==> src/rtl/cpu_ctrl_pkg.sv <==
// Shared opcodes, FSM state encoding and ALU select codes for the
// accumulator CPU control unit.
package cpu_ctrl_pkg;

    localparam logic [2:0] OP_LDA  = 3'b000;
    localparam logic [2:0] OP_STA  = 3'b001;
    localparam logic [2:0] OP_ADDI = 3'b010;
    localparam logic [2:0] OP_CLR  = 3'b011;
    localparam logic [2:0] OP_JMP  = 3'b100;
    localparam logic [2:0] OP_HLT  = 3'b101;
    localparam logic [2:0] OP_MVA  = 3'b110;
    localparam logic [2:0] OP_ADDA = 3'b111;

    localparam logic [1:0] ALU_PASS_A = 2'b00;
    localparam logic [1:0] ALU_ADD    = 2'b01;
    localparam logic [1:0] ALU_AND    = 2'b10;
    localparam logic [1:0] ALU_PASS_B = 2'b11;

    typedef enum logic [2:0] {
        S_RESET,
        S_FETCH,
        S_DECODE,
        S_EXEC,
        S_EXEC2,
        S_MEM,
        S_HALT
    } state_t;

    function automatic int wait_w(input int limit);
        return $clog2(limit + 1);
    endfunction

endpackage

==> src/rtl/mem_wait_timer.sv <==
// Counts memory request cycles without mem_ready and flags the cycle
// in which the WAIT_LIMIT-th unanswered request cycle occurs.
module mem_wait_timer
    import cpu_ctrl_pkg::*;
#(
    parameter int WAIT_LIMIT = 15
) (
    input  logic clk,
    input  logic rst,
    input  logic req,
    input  logic ready,
    output logic timeout
);

    localparam int W = wait_w(WAIT_LIMIT);
    localparam logic [W-1:0] LAST = W'(WAIT_LIMIT - 1);

    logic [W-1:0] count;

    assign timeout = req && !ready && (count == LAST);

    // Any non-request cycle or completed transfer means a state change.
    always_ff @(posedge clk or posedge rst) begin
        if (rst) begin
            count <= '0;
        end else if (!req || ready || timeout) begin
            count <= '0;
        end else begin
            count <= count + 1'b1;
        end
    end

endmodule

==> src/rtl/cpu_controller.sv <==
// Fetch/decode/execute control unit for the accumulator CPU.
// Define CTRL_ACII_EN to enable the MVA/ADDA (ACII register) opcodes.
module cpu_controller
    import cpu_ctrl_pkg::*;
#(
    parameter int WAIT_LIMIT = 15
) (
    input  logic       clk,
    input  logic       rst,
    input  logic [2:0] op_code,
    input  logic       mem_ready,
    output logic       mem_rd,
    output logic       mem_wr,
    output logic       ir_on_adr,
    output logic       pc_on_adr,
    output logic       ld_ir,
    output logic       ld_ac,
    output logic       ld_pc,
    output logic       inc_pc,
    output logic       clr_pc,
    output logic       ld_acii,
    output logic       source_ac,
    output logic [1:0] pass_add,
    output logic       sel_acii,
    output logic       sel_ir,
    output logic       sel_zero,
    output logic       halted,
    output logic       bus_err,
    output logic       illegal_op
);

    state_t state;
    logic   timeout;

    mem_wait_timer #(
        .WAIT_LIMIT(WAIT_LIMIT)
    ) u_timer (
        .clk    (clk),
        .rst    (rst),
        .req    (mem_rd | mem_wr),
        .ready  (mem_ready),
        .timeout(timeout)
    );

    always_ff @(posedge clk or posedge rst) begin
        if (rst) begin
            state   <= S_RESET;
            bus_err <= 1'b0;
        end else begin
            unique case (state)
                S_RESET: state <= S_FETCH;
                S_FETCH: begin
                    if (mem_ready) begin
                        state <= S_DECODE;
                    end else if (timeout) begin
                        state   <= S_HALT;
                        bus_err <= 1'b1;
                    end
                end
                S_DECODE: begin
                    if (op_code == OP_LDA || op_code == OP_STA) begin
                        state <= S_MEM;
                    end else if (op_code == OP_HLT) begin
                        state <= S_HALT;
                    end else begin
                        state <= S_EXEC;
                    end
                end
                S_EXEC:  state <= (op_code == OP_JMP) ? S_EXEC2 : S_FETCH;
                S_EXEC2: state <= S_FETCH;
                S_MEM: begin
                    if (mem_ready) begin
                        state <= S_FETCH;
                    end else if (timeout) begin
                        state   <= S_HALT;
                        bus_err <= 1'b1;
                    end
                end
                S_HALT:  state <= S_HALT;
                default: state <= S_RESET;
            endcase
        end
    end

    always_comb begin
        mem_rd     = 1'b0;
        mem_wr     = 1'b0;
        ir_on_adr  = 1'b0;
        pc_on_adr  = 1'b0;
        ld_ir      = 1'b0;
        ld_ac      = 1'b0;
        ld_pc      = 1'b0;
        inc_pc     = 1'b0;
        clr_pc     = 1'b0;
        ld_acii    = 1'b0;
        source_ac  = 1'b0;
        pass_add   = ALU_PASS_A;
        sel_acii   = 1'b0;
        sel_ir     = 1'b0;
        sel_zero   = 1'b0;
        halted     = 1'b0;
        illegal_op = 1'b0;
        unique case (state)
            S_RESET: clr_pc = 1'b1;
            S_FETCH: begin
                pc_on_adr = 1'b1;
                mem_rd    = 1'b1;
                ld_ir     = mem_ready;
            end
            S_DECODE: inc_pc = 1'b1;
            S_MEM: begin
                ir_on_adr = 1'b1;
                if (op_code == OP_STA) begin
                    mem_wr = 1'b1;
                end else begin
                    mem_rd = 1'b1;
                    ld_ac  = mem_ready;
                end
            end
            S_EXEC: begin
                case (op_code)
                    OP_ADDI: begin
                        sel_ir    = 1'b1;
                        pass_add  = ALU_ADD;
                        ld_ac     = 1'b1;
                        source_ac = 1'b1;
                    end
                    OP_CLR: begin
                        sel_zero  = 1'b1;
                        pass_add  = ALU_PASS_B;
                        ld_ac     = 1'b1;
                        source_ac = 1'b1;
                    end
                    OP_JMP: begin
                        sel_ir   = 1'b1;
                        pass_add = ALU_PASS_B;
                        ld_acii  = 1'b1;
                    end
`ifdef CTRL_ACII_EN
                    OP_MVA: ld_acii = 1'b1;
                    OP_ADDA: begin
                        sel_acii  = 1'b1;
                        pass_add  = ALU_ADD;
                        ld_ac     = 1'b1;
                        source_ac = 1'b1;
                    end
`else
                    OP_MVA, OP_ADDA: illegal_op = 1'b1;
`endif
                    default: ;
                endcase
            end
            S_EXEC2: ld_pc = 1'b1;
            S_HALT:  halted = 1'b1;
            default: ;
        endcase
    end

endmodule

==> config.mk <==
export PLATFORM = sky130hd
export DESIGN_NAME = cpu_controller
export DESIGN_NICKNAME = d
export VERILOG_FILES = /design/src/rtl/cpu_ctrl_pkg.sv /design/src/rtl/mem_wait_timer.sv /design/src/rtl/cpu_controller.sv
export SDC_FILE = /design/constraint.sdc
export NUM_CORES = 1
export LEC_CHECK = 0
export ABC_AREA = 1
export CAP_MARGIN = 20
export CORE_UTILIZATION = 42
export DETAILED_ROUTE_END_ITERATION = 12
export MAX_ROUTING_LAYER = met4
export PLACE_DENSITY = 0.78
export SETUP_SLACK_MARGIN = 0.05
export SYNTH_ARGS = -nofsm -noshare
export SYNTH_HDL_FRONTEND = slang
export SYNTH_HIERARCHICAL = 1
export SYNTH_SLANG_ARGS = --single-unit
==> constraint.sdc <==
create_clock -name clk -period 2 [get_ports clk]
set_input_delay 0.4 -clock clk [delete_from_list [all_inputs] [get_ports clk]]
set_output_delay 0.4 -clock clk [all_outputs]
set_load 0.05 [all_outputs]
After elaboration in Yosys (flattened, before gate mapping):

Index checks and enable logic that the tools add are counted.

* input bits: 6
* word-level logic and storage cells: 69
* register bits after elaboration: 8
* output and inout bits: 19

* muxes and demuxes: 33
* reduce and logical (&&, ||, !) cells: 16
* equal/unequal tests: 14
* bitwise gates (word level): 2
* add/subtract/negate cells: 1

Operators with widths (count)
* $eq A3 B3 Y1 const B: 7
* $mux W1: 21
* $mux W3: 6
* $pmux W3 S6: 1
* $eq A3 B2 Y1 const B: 4
* $reduce_or A2 Y1: 6
* $eq A3 B1 Y1 const B: 2
* $logic_not A3 Y1: 2
* $add A4 B1 Y4 const B: 1
* $eq A4 B4 Y1 const B: 1
* $mux W4: 1
* $pmux W1 S2: 2
* $pmux W2 S2: 1
* $logic_or A1 B1 Y1: 3
* $reduce_and A3 Y1: 1
* $logic_and A1 B1 Y1: 2
* $logic_not A1 Y1: 2
* $mux W2: 1
* $not A1 Y1: 1
* $or A1 B1 Y1: 1

Logic depth before layout (Yosys ltp):

* word-level depth: 9
* gate-level depth with buffers: 9
* mapped depth without buffers: 9

By module:

The synthesis kept the hierarchy.

By module, submodules not included
* cpu_controller: area each 430.4 µm², times used 1, cells an instance 71, seq. area each 100.1 µm²
* mem_wait_timer: area each 200.2 µm², times used 1, cells an instance 23, seq. area each 100.1 µm²

Worst setup path before layout:

Ideal clock, no wire load.

* path type: reg2out
* start point: reg state[0]
* end point: out ld_ac
* stages on the path, launching flop included: 5
* path buffers: 0
* required time: 1.600 ns
* setup slack: -0.188 ns
* arrival time: 1.788 ns
* path through: dfrtp_1 > inv_2 > nor2_4 > nand2_1 > o21ai_0

* word-level cells in the longest chain between the ends: 2
* elaborated cells on any way between the ends: 3
* those cells by class: 2 x eq/ne; 1 x mux

RTL lines
* from (decl): RTL line cpu_controller.sv:32 `state_t state;`
* from (signal assigned): RTL line cpu_controller.sv:69 `S_EXEC: state <= (op_code == OP_JMP) ? S_EXEC2 : S_FETCH;`
* $eq A3 B2 Y1 / $eq A3 B3 Y1 (equally long branches): RTL line cpu_controller.sv:103 `unique case (state)`
* $pmux W1 S2 *: RTL line cpu_controller.sv:103
* to (decl): RTL line cpu_controller.sv:17 `output logic ld_ac,`

Every way passes the cells marked *; elsewhere a longest branch is shown, timed or not.

Worst setup path in the final report:

* start point: reg state[2]
* end point: out ld_acii

* word-level cells in the longest chain between the ends: 2

RTL lines
* $eq A3 B2 Y1: RTL line cpu_controller.sv:103
* $mux W1: RTL line cpu_controller.sv:103
* to (decl): RTL line cpu_controller.sv:21 `output logic ld_acii,`

Every way passes these cells.

==> flow_summary.ini <==
[yosys]
yosysUniqueCellTypes = 23
syn-instance-count = 94
synth_area_leaders = dfrtp_1 (32%), nor2_1 (13%), nand2_1 (11%)
yosys.cell_count.top_type = nor2_1
syn-num-nets = 102
synthesis.area_sq_um = 630.6
ys.flop_type = dfrtp_1
ys_seq_area_share_pct = 31.75
avgSynthCellArea_sq_um = 6.709
yosysWarnings = 6
synth_top_area_share_pct = 31.75
yosys-top-cells-count = nor2_1 (21), nand2_1 (18), inv_1 (15)
synth_largest_area_cell = dfrtp_1
synth_seq_cells = 8
async_flop_share_pct = 100.0
synth_edf_count = 0

[worst_setup_path]
path_class = reg2out
worstSetupEndpointType = primary output
crit_chain = inv_1 > nand3_1 > nor2_2 > buf_12
max_stage_delay_ns = 0.45
cp_top_family = flip-flops
crit_buf_inv = 2
arrival_ns = 1.47
critPathSlowestCell = dfrtp_1
cp.required_ns = 1.60
crit_path_start_kind = flip-flop
cp_max_fo = 6

[outcome]
status = complete, no violations

[layout]
regArea_sq_um = 200.2
drive_gt1_share_pct = 35.20
final_nets = 135
diodes = 0
final_util_pct = 86.38
multiInputGateArea_sq_um = 404.1
area_growth_pct = 84.92
n_fill_cell = 73
fin_area_sq_um = 1166

[grt]
grt_antenna_before_repair = 0
grt_max_degree = 7
first_global_vias = 571
overflow = 0
grt_pass1_wl_um = 2297
track_usage_pct = 22.12

[route]
vias = 688
drt_iter0_drc = 11
routed_wl_um = 1605
post_drt_wl_per_cell_um = 11.46
routed_via_density = 4.914
postRouteAntennaNets = 0
drc = 0
dr.pass1.iters = 4

[die]
die_y_um = 40.75
die_area_sq_um = 1661
start_util_pct = 46.71
ios = 25
core_sq_um = 1350
floorplan.rows = 13
die_x_um = 40.75

[timing]
min_period_ns = 1.871
rsz0062_at_grt = true
fmax_mhz = 534.5
setup_violations = 0
whs_ns = 0.3664
skew_ns = 0.002360
finalSetupTns_ns = 0
post-route-period-util_pct = 93.54
drv_slew = 0
hold_violations = 0

[clock_network]
postCtsSetupRepairBufs = 0
cts_hold_buffers = 0
cts_tree = built
clk_pin_slew_ns = 0.05
cts_sinks = 8
clk_latency_ns = 0.24
htreeDepth = 1
root_buffer = clkbuf_4
cts_buffers = 3
cts.path.max_buffers = 2

[run]
cap_viol_max_count = 0

[worst_hold_path]
hold_class = in2async

[place]
finalWeightedCongestion = 0.8622
hpwlAfterDp_um = 1355
io_buffers = 23
dpl-instance-area_sq_um = 1092

[power_and_ir_drop]
max-vdd-ir-drop_mv = 0.9997
powerDensity_nw_per_um2 = 1205
leakagePower_nw = 0.5842
## power by group
group	switching [mW]	leakage [nW]	internal [mW]
Combinational	0.611	0.464	0.426
Sequential	0.0614	0.107	0.199
Clock	0.0411	0.0138	0.0677
## sequential cells by signal, indices dropped and copies added, names as in the netlist
name,flops
bus_err,1
state,3
u_timer/count,4
## cell usage in the layout (no fill, tap or decap), types with 2 or more instances in the layout
cell type and instances:
a21oi_1 2, buf_12 17, buf_4 5, clkbuf_4 3, clkdlybuf4s50_1 3, dfrtp_1 8, dlymetal6s2s_1 3, ha_1 2
inv_1 14, inv_2 3, nand2_1 18, nand2_2 2, nand3_1 8, nor2_1 17, nor2_2 3, nor2_4 3
## through the flow
stage | power [mW] | worst slack, ns | cells
final | 1.406 | 0.1293 | 140
after CTS | 1.404 | 0.03524 | 140
after global placement | 1.268 | 0.04920 | 137
after floorplan | 0.8183 | 0.1792 | 94
after detailed placement | 1.282 | 0.01073 | 137
after global routing | 1.495 | 0.04638 | 140
## final timing paths
check	slack [ns]	endpoint	startpoint	cells past startpoint
max reg2reg	0.38	state[0]	state[0]	9
min reg2reg	0.48	bus_err	bus_err	1
max	0.13	ld_acii	state[2]	4
min	0.37	state[2]	rst	2
max in group asynchronous	1.49	u_timer/count[3]	rst	2
min in group clk	0.48	bus_err	bus_err	1
## per-layer routing
metal	GRT usage, %	vias to the layer above	wire [um]
met1	24.49	310	656
met2	38.10	26	878
met3	4.348	0	70
met4	10.00	0	0
li1	-	352	-
met5	-	-	0
## repair_timing
item | 4_1_cts | 5_1_grt
setup endpoints to repair | 4 | 7
pin swaps | 0 | 2
resized for setup | 4 | 10
## kinds of logic after synthesis
family | synth area share [%]
buffers and inverters | 11.31
other | 0.5947
XOR/XNOR | 1.389
adder cells (fa/ha/maj) | 3.968
flip-flops | 31.75
AND/OR/NAND/NOR | 43.26
AO/OA/AOI/OAI | 7.739
## layout make-up
class	instances	area share [%]
Clock buffer	3	1.931
Inverter	17	5.472
Multi-Input combinational cell	68	34.66
Sequential cell	8	17.17
Tap cell	15	1.609
Timing Repair Buffer	29	39.16
Note: power is estimated with default switching activity, not from simulation.
